File: config.mk
export PLATFORM = sky130hd
export DESIGN_NAME = pc_unit
export DESIGN_NICKNAME = d
export VERILOG_FILES = /design/src/rtl/pc_pkg.sv /design/src/rtl/pc_unit_ret_stack.sv /design/src/rtl/pc_unit.sv
export SDC_FILE = /design/constraint.sdc
export NUM_CORES = 1
export LEC_CHECK = 0
export ABC_AREA = 1
export BUFFER_PORTS_ARGS = -buffer_cell sky130_fd_sc_hd__buf_2
export CAP_MARGIN = 25
export CORE_UTILIZATION = 50
export CTS_CLUSTER_SIZE = 14
export DETAILED_ROUTE_END_ITERATION = 16
export PLACE_DENSITY = 0.71
export SLEW_MARGIN = 10
export SYNTH_ARGS = -nofsm -noshare
export SYNTH_HDL_FRONTEND = slang
export SYNTH_SLANG_ARGS = --single-unit
export TNS_END_PERCENT = 30
File: constraint.sdc
create_clock -name clk -period 2.58 [get_ports clk]
set_clock_uncertainty 0.2 [all_clocks]
set_input_delay 0.129 -clock clk [delete_from_list [all_inputs] [get_ports clk]]
set_output_delay 0.129 -clock clk [all_outputs]
set_load 0.05 [all_outputs]
File: src/rtl/pc_pkg.sv
// Shared definitions for the program-counter unit: op encodings and default sizes.
package pc_pkg;
  localparam int PC_WIDTH_DEF    = 10;
  localparam int STACK_DEPTH_DEF = 4;

  localparam logic [2:0] OP_INC  = 3'b000;
  localparam logic [2:0] OP_BREL = 3'b001;
  localparam logic [2:0] OP_JABS = 3'b010;
  localparam logic [2:0] OP_CALL = 3'b011;
  localparam logic [2:0] OP_RET  = 3'b100;
endpackage

File: src/rtl/pc_unit_ret_stack.sv
// Return-address LIFO: count-indexed storage, no wrap, push ignored when full, pop ignored when empty.
module ret_stack #(
  parameter int WIDTH = 10,
  parameter int DEPTH = 4
) (
  input  logic             clk,
  input  logic             reset,
  input  logic             push,
  input  logic             pop,
  input  logic [WIDTH-1:0] din,
  output logic [WIDTH-1:0] dout,
  output logic             empty,
  output logic             full
);
  localparam int CW = $clog2(DEPTH + 1);

  logic [DEPTH-1:0][WIDTH-1:0] mem;
  logic [CW-1:0]               count;

  assign empty = (count == '0);
  assign full  = (count == CW'(DEPTH));

  // Top of stack lives at index count-1; a one-hot style compare keeps index widths exact.
  always_comb begin
    dout = '0;
    for (int i = 0; i < DEPTH; i++)
      if (count == CW'(i + 1)) dout = mem[i];
  end

  always_ff @(posedge clk) begin
    if (!reset)                 count <= '0;
    else if (push && !full)     count <= count + CW'(1);
    else if (pop && !empty)     count <= count - CW'(1);
  end

  // Entry contents are never cleared; count alone defines validity.
  always_ff @(posedge clk) begin
    if (reset && push && !full)
      for (int i = 0; i < DEPTH; i++)
        if (count == CW'(i)) mem[i] <= din;
  end
endmodule

File: src/rtl/pc_unit.sv
// Program counter with relative/absolute branching, call/return via ret_stack, sticky stack error flags.
module pc_unit
  import pc_pkg::*;
#(
  parameter int                PC_WIDTH     = PC_WIDTH_DEF,
  parameter int                STACK_DEPTH  = STACK_DEPTH_DEF,
  parameter logic [PC_WIDTH-1:0] RESET_VECTOR = '0
) (
  input  logic                clk,
  input  logic                reset,
  input  logic                pc_en,
  input  logic [2:0]          op,
  input  logic                cond,
  input  logic [PC_WIDTH-1:0] disp,
  input  logic [PC_WIDTH-1:0] target,
  output logic [PC_WIDTH-1:0] pc,
  output logic [PC_WIDTH-1:0] pc_plus1,
  output logic                stack_empty,
  output logic                stack_full,
  output logic                stack_ovf,
  output logic                stack_unf
);
  logic [PC_WIDTH-1:0] pc_nxt, stk_top;
  logic                push, pop, ovf_set, unf_set;

  assign pc_plus1 = pc + PC_WIDTH'(1);

  // Same-width add: sign extension of disp and modulo wrap come for free.
  always_comb begin
    pc_nxt  = pc;
    push    = 1'b0;
    pop     = 1'b0;
    ovf_set = 1'b0;
    unf_set = 1'b0;
    if (pc_en) begin
      case (op)
        OP_INC:  pc_nxt = pc_plus1;
        OP_BREL: pc_nxt = cond ? pc + disp : pc_plus1;
        OP_JABS: pc_nxt = cond ? target : pc_plus1;
        OP_CALL:
          if (stack_full) ovf_set = 1'b1;
          else begin
            push   = 1'b1;
            pc_nxt = target;
          end
        OP_RET:
          if (stack_empty) unf_set = 1'b1;
          else begin
            pop    = 1'b1;
            pc_nxt = stk_top;
          end
        default: pc_nxt = pc;
      endcase
    end
  end

  ret_stack #(.WIDTH(PC_WIDTH), .DEPTH(STACK_DEPTH)) u_stack (
    .clk   (clk),
    .reset (reset),
    .push  (push),
    .pop   (pop),
    .din   (pc_plus1),
    .dout  (stk_top),
    .empty (stack_empty),
    .full  (stack_full)
  );

  always_ff @(posedge clk) begin
    if (!reset) begin
      pc        <= RESET_VECTOR;
      stack_ovf <= 1'b0;
      stack_unf <= 1'b0;
    end else begin
      pc        <= pc_nxt;
      stack_ovf <= stack_ovf | ovf_set;
      stack_unf <= stack_unf | unf_set;
    end
  end
endmodule

### Word level (Yosys, flattened, before mapping)

Index checks and enable logic that the tools add are counted.

* reduce and logical (&&, ||, !) cells: 15
* equality and inequality tests: 10
* $add $sub $neg: 4
* bitwise logic cells: 2
* muxes and demuxes: 23

Operators with widths (count)
* two-way mux 10 bit: 8
* case mux 10 bit (5 select lines): 1
* == test 3 x 2 -> 1 bit (second input constant): 4
* two-way mux 1 bit: 12
* adder 10 x 1 -> 10 bit (second input constant): 1
* adder 10 bit: 1
* AND reduction 2 bit: 4
* == test 3 x 1 -> 1 bit (second input constant): 2
* == test 3 bit (second input constant): 2
* logical NOT 3 bit: 2
* two-way mux 3 bit: 2
* nonzero test 5 bit: 1
* logical AND 1 bit: 4
* != test 2 bit (second input constant): 2
* AND reduction 4 bit: 1
* adder 3 x 1 -> 3 bit (second input constant): 1
* subtractor 3 x 1 -> 3 bit (second input constant): 1
* logical NOT 1 bit: 2
* OR 1 bit: 2
* nonzero test 2 bit: 1

* input port bits: 27
* bits in registers: 55

### Depth between registers and ports, before layout

Gate-level depths: netlist of run 1.

* depth after elaboration: 7
* depth in mapped cells: 13

### Cells and area by module

Synthesis of run 1 repeated with hierarchy kept, for this count alone.

* cells, all modules: 413
* area total of the unflattened synthesis: 3353.2 µm²

Modules (own cells, without submodules)
* ret_stack: seq. area each 1261.2 µm², area an instance 1918.1 µm², times used 1, cells an instance 178
* pc_unit: seq. area each 240.2 µm², area an instance 1435.1 µm², times used 1, cells an instance 235

### Worst setup path after synthesis of run 1

No wires, ideal clock.

* path kind: register -> register
* from: reg pc[0]
* to: reg pc[7]
* arrival time: 2.828 ns
* buffers on the path: 0
* required time: 2.316 ns
* clock period less this slack: 3.092 ns
* stages on the path, launching flop included: 9
* path slack: -0.512 ns
* cell sequence: dfxtp_1 inv_1 nor2_1 nand2_1 xor2_1 nand2_1 nand3_1 nor2_1 nor2_1

* longest elaborated chain between the ends: 3
* elaborated cells on any way between the ends: 5

RTL lines
* from (decl): line pc_unit.sv:16 `output logic [PC_WIDTH-1:0] pc,`
* from (signal assigned): line pc_unit.sv:74 `pc <= pc_nxt;`
* adder 10 x 1 -> 10 bit *: line pc_unit.sv:26 `assign pc_plus1 = pc + PC_WIDTH'(1);`
* net pc_plus1[7]: line pc_unit.sv:17 `output logic [PC_WIDTH-1:0] pc_plus1,`
* two-way mux 10 bit (on tied branches): line pc_unit.sv:39, pc_unit.sv:38
* case mux 10 bit (5 select lines) *: line pc_unit.sv:36 `case (op)`

The timed path passes the listed nets; every way through them passes the cells marked *.
A chain may end at the register's enable or synchronous reset.

### Final worst setup path of run 1

* from: reg u_stack.count[0]
* to: reg pc[3]

* longest elaborated chain between the ends: 7
* elaborated cells on any way between the ends: 14

RTL lines
* from (decl): line pc_unit_ret_stack.sv:18 `logic [CW-1:0] count;`
* from (signal assigned): line pc_unit_ret_stack.sv:32 `else if (push && !full) count <= count + CW'(1);`
* from (signal assigned): line pc_unit_ret_stack.sv:33 `else if (pop && !empty) count <= count - CW'(1);`
* == test 3 x 1 -> 1 bit: line pc_unit_ret_stack.sv:27 `if (count == CW'(i + 1)) dout = mem[i];`
* two-way mux 10 bit (4 in series): line pc_unit_ret_stack.sv:27
* two-way mux 10 bit: line pc_unit.sv:47 `if (stack_empty) unf_set = 1'b1;`
* case mux 10 bit (5 select lines): line pc_unit.sv:36

Several ways; a longest one is shown, not always the timed one. The select of a mux whose other input is x is not followed.

==> results of run 1 <==
==> worst max path at each step <==
stage                          start         endpoint  slack (ns)  cells after the start
floorplan           u_stack.count[0]  u_stack.mem[10]        0.12                      7
finish              u_stack.count[0]            pc[3]        0.22                      9
CTS                            pc[2]      pc_plus1[7]        0.22                      5
global route        u_stack.count[0]            pc[3]        0.04                      9
global placement    u_stack.count[0]            pc[3]        0.38                      9
detailed placement  u_stack.count[0]            pc[3]        0.26                      9
==> state kept, by name, indices dropped and copies added, names as in the netlist <==
name,cells
pc,10
stack_unf,1
stack_ovf,1
u_stack.count,3
u_stack.mem,40
==> synthesized netlist by cell type, drive strengths merged <==
master / instances
o21bai: 1
xor2: 6
fa: 1
xnor2: 2
a21boi: 4
edfxtp: 40
ha: 16
buf: 4
o21a: 5
nand3: 43
inv: 55
o31ai: 1
or2: 7
o21ai: 17
nand3b: 2
nor3: 2
nand4: 6
a31oi: 1
nor2: 38
nand2: 114
a21oi: 32
clkbuf: 2
dfxtp: 15
==> final cells by class <==
type	instances	area, µm²
fill	549	2500
multi-input combinational	298	1560
sequential	55	1500
timing repair buffer	61	343
inverter	55	206
tap	77	96.3
clock buffer	6	72.6
clock inverter	2	60.1
==> repair_timing <==
action / in CTS / in global routing
endpoints found under the hold margin: 9 / 0
hold buffers: 4 / 0
gates resized for setup: 0 / 0
endpoints found under the setup margin: 0 / 0
==> report_power, final <==
group / switching (mW) / leakage [nW] / internal, mW / total (mW)
Sequential: 0.0231 / 0.487 / 0.969 / 0.992
Combinational: 0.304 / 1.28 / 0.128 / 0.432
Clock: 0.272 / 0.0654 / 0.388 / 0.660
Total: 0.599 / 1.83 / 1.48 / 2.08
==> through the flow <==
stage / util / std cells / total power, mW
2_1_floorplan: - / 414 / 1.32
3_3_place_gp: 0.578 / 542 / 1.43
3_5_place_dp: 0.578 / 542 / 1.44
4_1_cts: 0.606 / 554 / 2.10
5_1_grt: 0.606 / 554 / 2.18
6_report: 0.606 / 554 / 2.08
==> per-layer routing <==
layer | track usage | vias to the layer above
met2 | 0.420 | 70
met3 | 0.0328 | 9
met4 | 0.0658 | 0
met5 | 0 | -
li1 | - | 1491
met1 | 0.316 | 1362
==> cells by family after synthesis <==
kind of cell             share of synthesized area
XOR/XNOR                                    0.0213
AND/OR/NAND/NOR                              0.278
buffers and inverters                       0.0731
flip-flops                                   0.457
AO/OA/AOI/OAI                                0.104
adder cells (fa/ha/maj)                     0.0670
==> critical path, stage by stage (launching register included) <==
cell and delay [ns]:
dfxtp_1 0.41, inv_1 0.10, ha_1 0.25, nand2_1 0.22
inv_1 0.09, nand2_1 0.11, nand3_2 0.32, a21oi_1 0.27
nand3_1 0.11, o21a_1 0.18
==> flow_summary.json, run 1 <==
{
  "layout_common_cells": "nand2_1 (111), inv_1 (54), buf_2 (50)",
  "antenna_found_initial": 0,
  "synth.area.top_cells": "edfxtp_1 (37%), nand2_1 (13%), dfxtp_1 (9.1%), nand3_1 (6.4%), inv_1 (6.2%)",
  "avgSynthCellArea_um2": 7.94,
  "cts_buffer_depth": 2,
  "core-area_um2": 6350,
  "max_slew.worst_pin.slew_ns": 0.594,
  "required_ns": 2.59,
  "ant_nets": 0,
  "vias": 2932,
  "first_pass_iters": 4,
  "grt_start_max_net_pins": 21,
  "wl_met1_um": 3620,
  "final_area_um2": 3840,
  "hold_viol_final": 0,
  "io_buffers": 50,
  "drt_iter0_markers": 155,
  "finalSetupViolCount": 0,
  "yosysSeqAreaShare": 0.457,
  "fin_nets": 520,
  "startpoint_type": "flop",
  "post-dp-hpwl_um": 6120,
  "cts_setup_buffers": 0,
  "outcome": "completed",
  "path_class": "flop to flop",
  "min_path_cells": 6,
  "hold_slack_ns": 0.0440,
  "wl_um": 7950,
  "yosysWarnings": 0,
  "finalSetupTns_ns": 0,
  "hold_class": "primary input to flop",
  "syn_inst": 414,
  "dpl_cell_area_um2": 3670,
  "r2r_end": "pc[3]",
  "post-route-period-util": 0.914,
  "initial_core_util": 0.518,
  "critPathMaxFanout": 20,
  "yosys.cell_types.count": 30,
  "holdPathEnd": "pc[1]",
  "ys_seq_elements": 55,
  "gr-total-overflow": 0,
  "yosys.area.top_type": "edfxtp_1",
  "hold_start": "target[1]",
  "fin_ws_ns": 0.223,
  "crit_path_end_kind": "flop",
  "wl_met3_um": 319,
  "top_layer": "met4",
  "clkSinkCount": 55,
  "fp.dieW_um": 83.1,
  "met2WireLength_um": 3900,
  "fin_crit_ns": 2.36,
  "syn_to_final_growth_pct": 17.0,
  "worstPathArrival_ns": 2.37,
  "drc": 0,
  "die_h_um": 83.1,
  "clk_pin_slew_ns": 0.10,
  "drv_cap": 0,
  "grt_pass1_wl_um": 13100,
  "p_per_area_nw_per_um2": 542,
  "ir_worst_vdd_mv": 0.417,
  "boundaryPins": 51,
  "r2r_start": "u_stack.count[0]",
  "tritoncts.num_buffers": 5,
  "cts_tree": "done",
  "grtUsageTotal": 0.241,
  "slew_viol_final": 0,
  "yosysTopAreaCellShare": 0.365,
  "syn_area_um2": 3290,
  "rsz0062_at_grt": "false",
  "dp_slack_ns": 0.255,
  "fmax_mhz": 424,
  "maxSlewHeadroom": 0.603,
  "cts-root-buf": "clkbuf_8",
  "leakage_nw": 1.83,
  "reg2reg_slack_ns": 0.22,
  "num_rows": 29,
  "insertion_delay_ns": 0.31,
  "drive_gt1_frac": 0.170,
  "gp_congestion": 0.816,
  "r2r_cells": 9,
  "viasPerCell": 5.29,
  "first_global_vias": 2695,
  "synth_fp_nets": 458,
  "mostFrequentLayoutCell": "nand2_1",
  "die_area_um2": 6900,
  "antenna_cells": 0,
  "wl_per_cell_um": 14.3,
  "h-tree-depth": 2
}
Power figures use the tool's default switching activity.
==> run 2: changes to the inputs <==
--- a/config.mk
+++ b/config.mk
@@ -8,6 +8,7 @@
 export ABC_AREA = 1
 export BUFFER_PORTS_ARGS = -buffer_cell sky130_fd_sc_hd__buf_2
 export CAP_MARGIN = 25
+export CORE_MARGIN = 2
 export CORE_UTILIZATION = 50
 export CTS_CLUSTER_SIZE = 14
 export DETAILED_ROUTE_END_ITERATION = 16
==> constraint.sdc (replaced) <==
create_clock -name clk -period 2.58 [get_ports clk]
set_clock_uncertainty 0.2 [all_clocks]
set_input_delay 0.258 -clock clk [delete_from_list [all_inputs] [get_ports clk]]
set_output_delay 0.258 -clock clk [all_outputs]
set_load 0.05 [all_outputs]
==> run 2 against run 1 <==
Wire length is 2.2% higher. Flip-flop and latch count stayed put. Non-clock buffer count decreased by 4. Critical path depth decreased by 1. Design area down 1.9%. Core utilization fell by 1.1 points. First-iteration DRC count down 3.2%. Sequential share of layout area is 0.74 points higher. Critical path type is now flop to output port.
==> flow_summary.json, run 2 (synthesized netlist as in run 1, its figures left out) <==
{
  "outcome": "completed",
  "crit_path_end_kind": "output port",
  "cts_setup_buffers": 0,
  "max_slew.worst_pin.slew_ns": 0.556,
  "layout_common_cells": "nand2_1 (111), inv_1 (54), buf_2 (49)",
  "hold_slack_ns": 0.0684,
  "syn_to_final_growth_pct": 14.8,
  "gr-total-overflow": 0,
  "hold_start": "target[3]",
  "cts-root-buf": "clkbuf_8",
  "drive_gt1_frac": 0.175,
  "cts_buffer_depth": 2,
  "boundaryPins": 51,
  "top_layer": "met4",
  "initial_core_util": 0.518,
  "worstPathArrival_ns": 1.97,
  "antenna_found_initial": 0,
  "power.internal_mw": 1.30,
  "crit_path_cell_trace": "ha_1 > nand3_1 > nor2_1 > nand2_1 > nand2_1 > nand2_1 > inv_1 > buf_4",
  "seqPwrFrac": 0.517,
  "hold_viol_final": 0,
  "finalSetupViolCount": 0,
  "ir_worst_vdd_mv": 0.310,
  "wl_per_cell_um": 14.8,
  "required_ns": 2.12,
  "core-area_um2": 6350,
  "io_buffers": 50,
  "leakage_nw": 1.80,
  "fin_crit_ns": 2.43,
  "crit_path_top_delay_cell": "dfxtp_1",
  "fin_nets": 516,
  "wl_met3_um": 329,
  "hold_class": "primary input to flop",
  "wl_met1_um": 3730,
  "slowest_delay_ns": 0.46,
  "grt_pass1_wl_um": 13100,
  "cpMostUsedCell": "nand2_1",
  "power_frac_comb": 0.221,
  "drv_cap": 0,
  "first_global_vias": 2699,
  "die_area_um2": 7240,
  "r2r_start": "u_stack.count[0]",
  "die_h_um": 85.1,
  "dpl_cell_area_um2": 3670,
  "r2r_end": "pc[7]",
  "insertion_delay_ns": 0.31,
  "fmax_mhz": 412,
  "fillCellCount": 570,
  "final_area_um2": 3770,
  "holdPathEnd": "pc[3]",
  "met2WireLength_um": 3890,
  "min_path_cells": 4,
  "post-dp-hpwl_um": 6230,
  "switching_share": 0.327,
  "num_rows": 29,
  "maxSlewHeadroom": 0.629,
  "drt_iter0_markers": 150,
  "clkSinkCount": 55,
  "grt_start_max_net_pins": 21,
  "r2r_cells": 10,
  "top_regs": "u_stack.mem (40), pc (10), u_stack.count (3)",
  "cts_tree": "done",
  "max_flop_register": "u_stack.mem",
  "antenna_cells": 0,
  "vias": 2865,
  "viasPerCell": 5.21,
  "h-tree-depth": 2,
  "finalSetupTns_ns": 0,
  "p_per_area_nw_per_um2": 510,
  "switchingPower_uw": 629,
  "tritoncts.num_buffers": 5,
  "wl_um": 8120,
  "mostFrequentLayoutCell": "nand2_1",
  "ant_nets": 0,
  "path_class": "flop to output port",
  "critPathMaxFanout": 6,
  "first_pass_iters": 4,
  "startpoint_type": "flop",
  "gp_congestion": 0.886,
  "rsz0062_at_grt": "false",
  "slew_viol_final": 0,
  "drc": 0,
  "fp.dieW_um": 85.1,
  "grtUsageTotal": 0.234,
  "pwr-share-clk": 0.262,
  "clk_pin_slew_ns": 0.10,
  "reg2reg_slack_ns": 0.31,
  "largest_reg_flops": 40,
  "post-route-period-util": 0.941
}
run 2: changes by cell type in the layout (fill, tap and decap cells not counted), sizes merged:
cell,before,now
clkinvlp,0,1
inv,55,57
dlygate4sd3,4,0
bufinv,2,0
clkbuf,6,5
run 2: final cells by class:
| cell class | instances | area, µm² | area share |
|---|---|---|---|
| Multi-Input combinational cell | 298 | 1570 | 0.415 |
| Clock inverter | 3 | 27.5 | 0.00729 |
| Sequential cell | 55 | 1500 | 0.398 |
| Clock buffer | 5 | 68.8 | 0.0182 |
| Inverter | 55 | 206 | 0.0547 |
| Timing Repair Buffer | 57 | 305 | 0.0809 |
| Tap cell | 77 | 96.3 | 0.0255 |
run 2: critical path, delay by kind of cell, from the launching register on:
family / cells / cell delay (ns)
DFF: 1 / 0.46
adders and majority gates: 1 / 0.25
buffers and inverters: 2 / 0.45
and+or+nand+nor: 5 / 0.49
run 2: worst max path at each step:
stage | from | endpoint | slack, ns | cells after the start
4_1_cts | pc[2] | pc_plus1[7] | 0.01 | 5
3_3_place_gp | pc[2] | pc_plus1[7] | 0.42 | 5
5_1_grt | pc[1] | pc_plus1[6] | 0.03 | 8
6_report | pc[1] | pc_plus1[6] | 0.15 | 8
2_1_floorplan | u_stack.count[0] | u_stack.mem[10] | 0.12 | 7
3_5_place_dp | u_stack.count[0] | u_stack.mem[23] | 0.31 | 8
run 2: power by group through the flow:
stage | Combinational (mW) | Sequential, mW | Clock [mW]
after floorplan | 0.270 | 1.05 | 0
after global placement | 0.419 | 1.01 | 0
after detailed placement | 0.424 | 1.02 | 0
after CTS | 0.425 | 0.995 | 0.514
after global routing | 0.473 | 0.999 | 0.545
final | 0.425 | 0.996 | 0.504
run 2: repair_timing:
action                                  CTS  global route
hold buffers                              0             0
resized for setup                         0             3
endpoints found under the setup margin    0             2
run 2: per-layer routing:
metal  GRT usage  vias to the layer above
met2       0.386                       83
li1            -                     1473
met3      0.0360                       13
met1       0.313                     1296
met5           0                        -
met4      0.0837                        0
run 2: stage by stage:
step	util	power [mW]	setup WS, ns	cells
4_1_cts	0.593	1.93	0.0131	550
5_1_grt	0.594	2.02	0.0325	550
6_report	0.594	1.92	0.152	550
2_1_floorplan	-	1.32	0.118	414
3_5_place_dp	0.578	1.44	0.314	542
3_3_place_gp	0.578	1.43	0.423	542
==> run 3: changes to the inputs <==
--- a/config.mk
+++ b/config.mk
@@ -5,14 +5,13 @@
 export SDC_FILE = /design/constraint.sdc
 export NUM_CORES = 1
 export LEC_CHECK = 0
-export ABC_AREA = 1
 export BUFFER_PORTS_ARGS = -buffer_cell sky130_fd_sc_hd__buf_2
 export CAP_MARGIN = 25
 export CORE_MARGIN = 2
 export CORE_UTILIZATION = 50
 export CTS_CLUSTER_SIZE = 14
 export DETAILED_ROUTE_END_ITERATION = 16
-export PLACE_DENSITY = 0.71
+export PLACE_DENSITY = 0.72
 export SLEW_MARGIN = 10
 export SYNTH_ARGS = -nofsm -noshare
 export SYNTH_HDL_FRONTEND = slang
==> run 3 against run 2 <==
Register-to-register slack got worse by 0.08 ns. Non-clock buffer count rose by 7. Wire length fell by 5.2%. Via count fell by 9.1%. Sequential power barely moved. Combinational power fell by 1%. Setup slack got worse by 0.035 ns. Flip-flop and latch count did not move. Core utilization rose by 0.17 points. Global-route usage fell by 0.58 points. First-iteration DRC count rose by 37%. Final cell count fell by 19%. Highest routed layer unchanged.
==> flow_summary.json, run 3 <==
{
  "holdBufCountCts": 0,
  "instances_no_fill": 445,
  "viasPerCell": 5.85,
  "die_h_um": 84.1,
  "final_area_um2": 3740,
  "syn_inst": 310,
  "path_class": "flop to output port",
  "maxSlewHeadroom": 0.620,
  "initial_core_util": 0.511,
  "syn_to_final_growth_pct": 16.6,
  "clkSinkCount": 55,
  "fp.dieW_um": 84.1,
  "first_pass_iters": 4,
  "yosys.area.top_type": "edfxtp_1",
  "boundaryPins": 51,
  "fin_util": 0.596,
  "power_frac_comb": 0.201,
  "mostFrequentLayoutCell": "buf_2",
  "avgSynthCellArea_um2": 10.4,
  "vias": 2603,
  "crit_path_end_kind": "output port",
  "synthFlopType": "edfxtp_1",
  "required_ns": 2.12,
  "fin_ws_ns": 0.117,
  "tritoncts.num_buffers": 5,
  "yosysWarnings": 0,
  "post-dp-hpwl_um": 5850,
  "reg2reg_slack_ns": 0.23,
  "seqPwrFrac": 0.477,
  "async_reset_ff_frac": 0,
  "critPathMaxFanout": 8,
  "max_slew.worst_pin.slew_ns": 0.570,
  "cts_tree": "done",
  "fin_crit_ns": 2.46,
  "first_global_vias": 2604,
  "hold_class": "primary input to flop",
  "rsz0062_at_grt": "false",
  "core-area_um2": 6280,
  "leakage_nw": 1.49,
  "antenna_found_initial": 0,
  "r2r_start": "u_stack.count[0]",
  "hold_start": "target[6]",
  "cts-root-buf": "clkbuf_8",
  "wl_um": 7700,
  "hold_viol_final": 0,
  "dp_cells": 437,
  "hold_slack_ns": 0.0426,
  "synth.most_common_cell": "edfxtp_1",
  "finalSetupTns_ns": 0,
  "wl_per_cell_um": 17.3,
  "dp_slack_ns": 0.181,
  "num_rows": 29,
  "drc": 0,
  "post-route-period-util": 0.955,
  "grt_pass1_wl_um": 12800,
  "fin_nets": 411,
  "yosys.cell_types.count": 58,
  "switching_share": 0.281,
  "max_flop_register": "u_stack.mem",
  "ir_worst_vdd_mv": 0.226,
  "power_mw": 2.08,
  "outcome": "completed",
  "p_per_area_nw_per_um2": 556,
  "synth.area.top_cells": "edfxtp_1 (37%), dfxtp_1 (9.4%), ha_1 (6.2%), nand2_1 (3.9%), o21ai_0 (3.3%)",
  "gp_congestion": 0.792,
  "grtUsageTotal": 0.228,
  "yosysSeqAreaShare": 0.468,
  "die_area_um2": 7080,
  "min_path_cells": 3,
  "clk_pin_slew_ns": 0.10,
  "yosysTopAreaCellShare": 0.374,
  "largest_reg_flops": 40,
  "drv_cap": 0,
  "finalSetupViolCount": 0,
  "r2r_cells": 9,
  "cts_buffer_depth": 2,
  "switchingPower_uw": 585,
  "syn_area_um2": 3210,
  "r2r_end": "pc[9]",
  "grt_start_max_net_pins": 22,
  "worstPathArrival_ns": 2.00,
  "ys_seq_elements": 55,
  "startpoint_type": "flop",
  "ant_nets": 0,
  "fmax_mhz": 406,
  "top_regs": "u_stack.mem (40), pc (10), u_stack.count (3)",
  "dpl_cell_area_um2": 3590,
  "drt_iter0_markers": 205,
  "synth_edf_count": 40,
  "drive_gt1_frac": 0.261,
  "gr-total-overflow": 0,
  "power.internal_mw": 1.49,
  "layout_common_cells": "buf_2 (50), edfxtp_1 (40), nand2_1 (33)",
  "slew_viol_final": 0,
  "crit_start": "pc[1]",
  "h-tree-depth": 2,
  "synth_commonest_cells": "edfxtp_1 (40), nand2_1 (33), o21ai_0 (21)",
  "pwr-share-clk": 0.321,
  "synth_fp_nets": 354,
  "antenna_cells": 0,
  "io_buffers": 50,
  "insertion_delay_ns": 0.31,
  "holdPathEnd": "pc[6]"
}
==> run 3: area by class of cell <==
class / instances / area, µm²
timing repair buffer: 64 / 355
multi-input combinational: 225 / 1580
clock buffer: 5 / 68.8
tap: 77 / 96.3
clock inverter: 3 / 67.6
fill: 533 / 2540
inverter: 16 / 67.6
sequential: 55 / 1500
==> run 3: critical path: stages, from the launching register on <==
cell and delay [ns]:
dfxtp_1 0.48, ha_1 0.27, nand3_1 0.16, nor2_1 0.20, xor2_2 0.26, buf_2 0.32
==> run 3: per-layer routing <==
layer	global-route usage	vias to the layer above	part of all wire	wire, µm
li1	-	1275	-	-
met1	0.323	1231	0.45	3470
met2	0.365	85	0.48	3730
met3	0.0257	12	0.050	387
met4	0.0792	0	0.015	117
met5	0	-	0	0
==> run 3: worst max-delay path by stage <==
| stage | slack (ns) | endpoint | cells past startpoint |
|---|---|---|---|
| 3_5_place_dp | 0.18 | u_stack.mem[33] | 6 |
| 3_3_place_gp | 0.29 | u_stack.mem[21] | 8 |
| 5_1_grt | 0.02 | pc_plus1[6] | 5 |
| 2_1_floorplan | -0.20 | u_stack.mem[20] | 8 |
| 4_1_cts | 0.1 | pc_plus1[8] | 5 |
| 6_report | 0.12 | pc_plus1[6] | 5 |
==> run 3: cells by family (layout without fill, tap and decap cells) <==
group           count (synthesis)  count (layout)  share of synthesized area
mux                             3               3                    0.00975
simple gates                  100             100                      0.166
xor+xnor                       13              13                     0.0355
compound gates                 91              91                      0.198
fa+ha+maj                      18              18                     0.0721
buf+inv                        30              88                     0.0511
flops                          55              55                      0.468
==> run 3: power groups by stage <==
stage	Combinational, mW	Sequential [mW]	Clock, mW
4_1_cts	0.418	0.992	0.676
3_5_place_dp	0.416	1.01	0
6_report	0.419	0.993	0.668
3_3_place_gp	0.411	1.01	0
2_1_floorplan	0.264	1.05	0
5_1_grt	0.456	0.995	0.715
==> run 3: repair_timing <==
item / in CTS / in global routing
buffers inserted: 0 / 0
endpoints found under the hold margin: 0 / 0
gates resized for setup: 0 / 3
endpoints found under the setup margin: 0 / 18
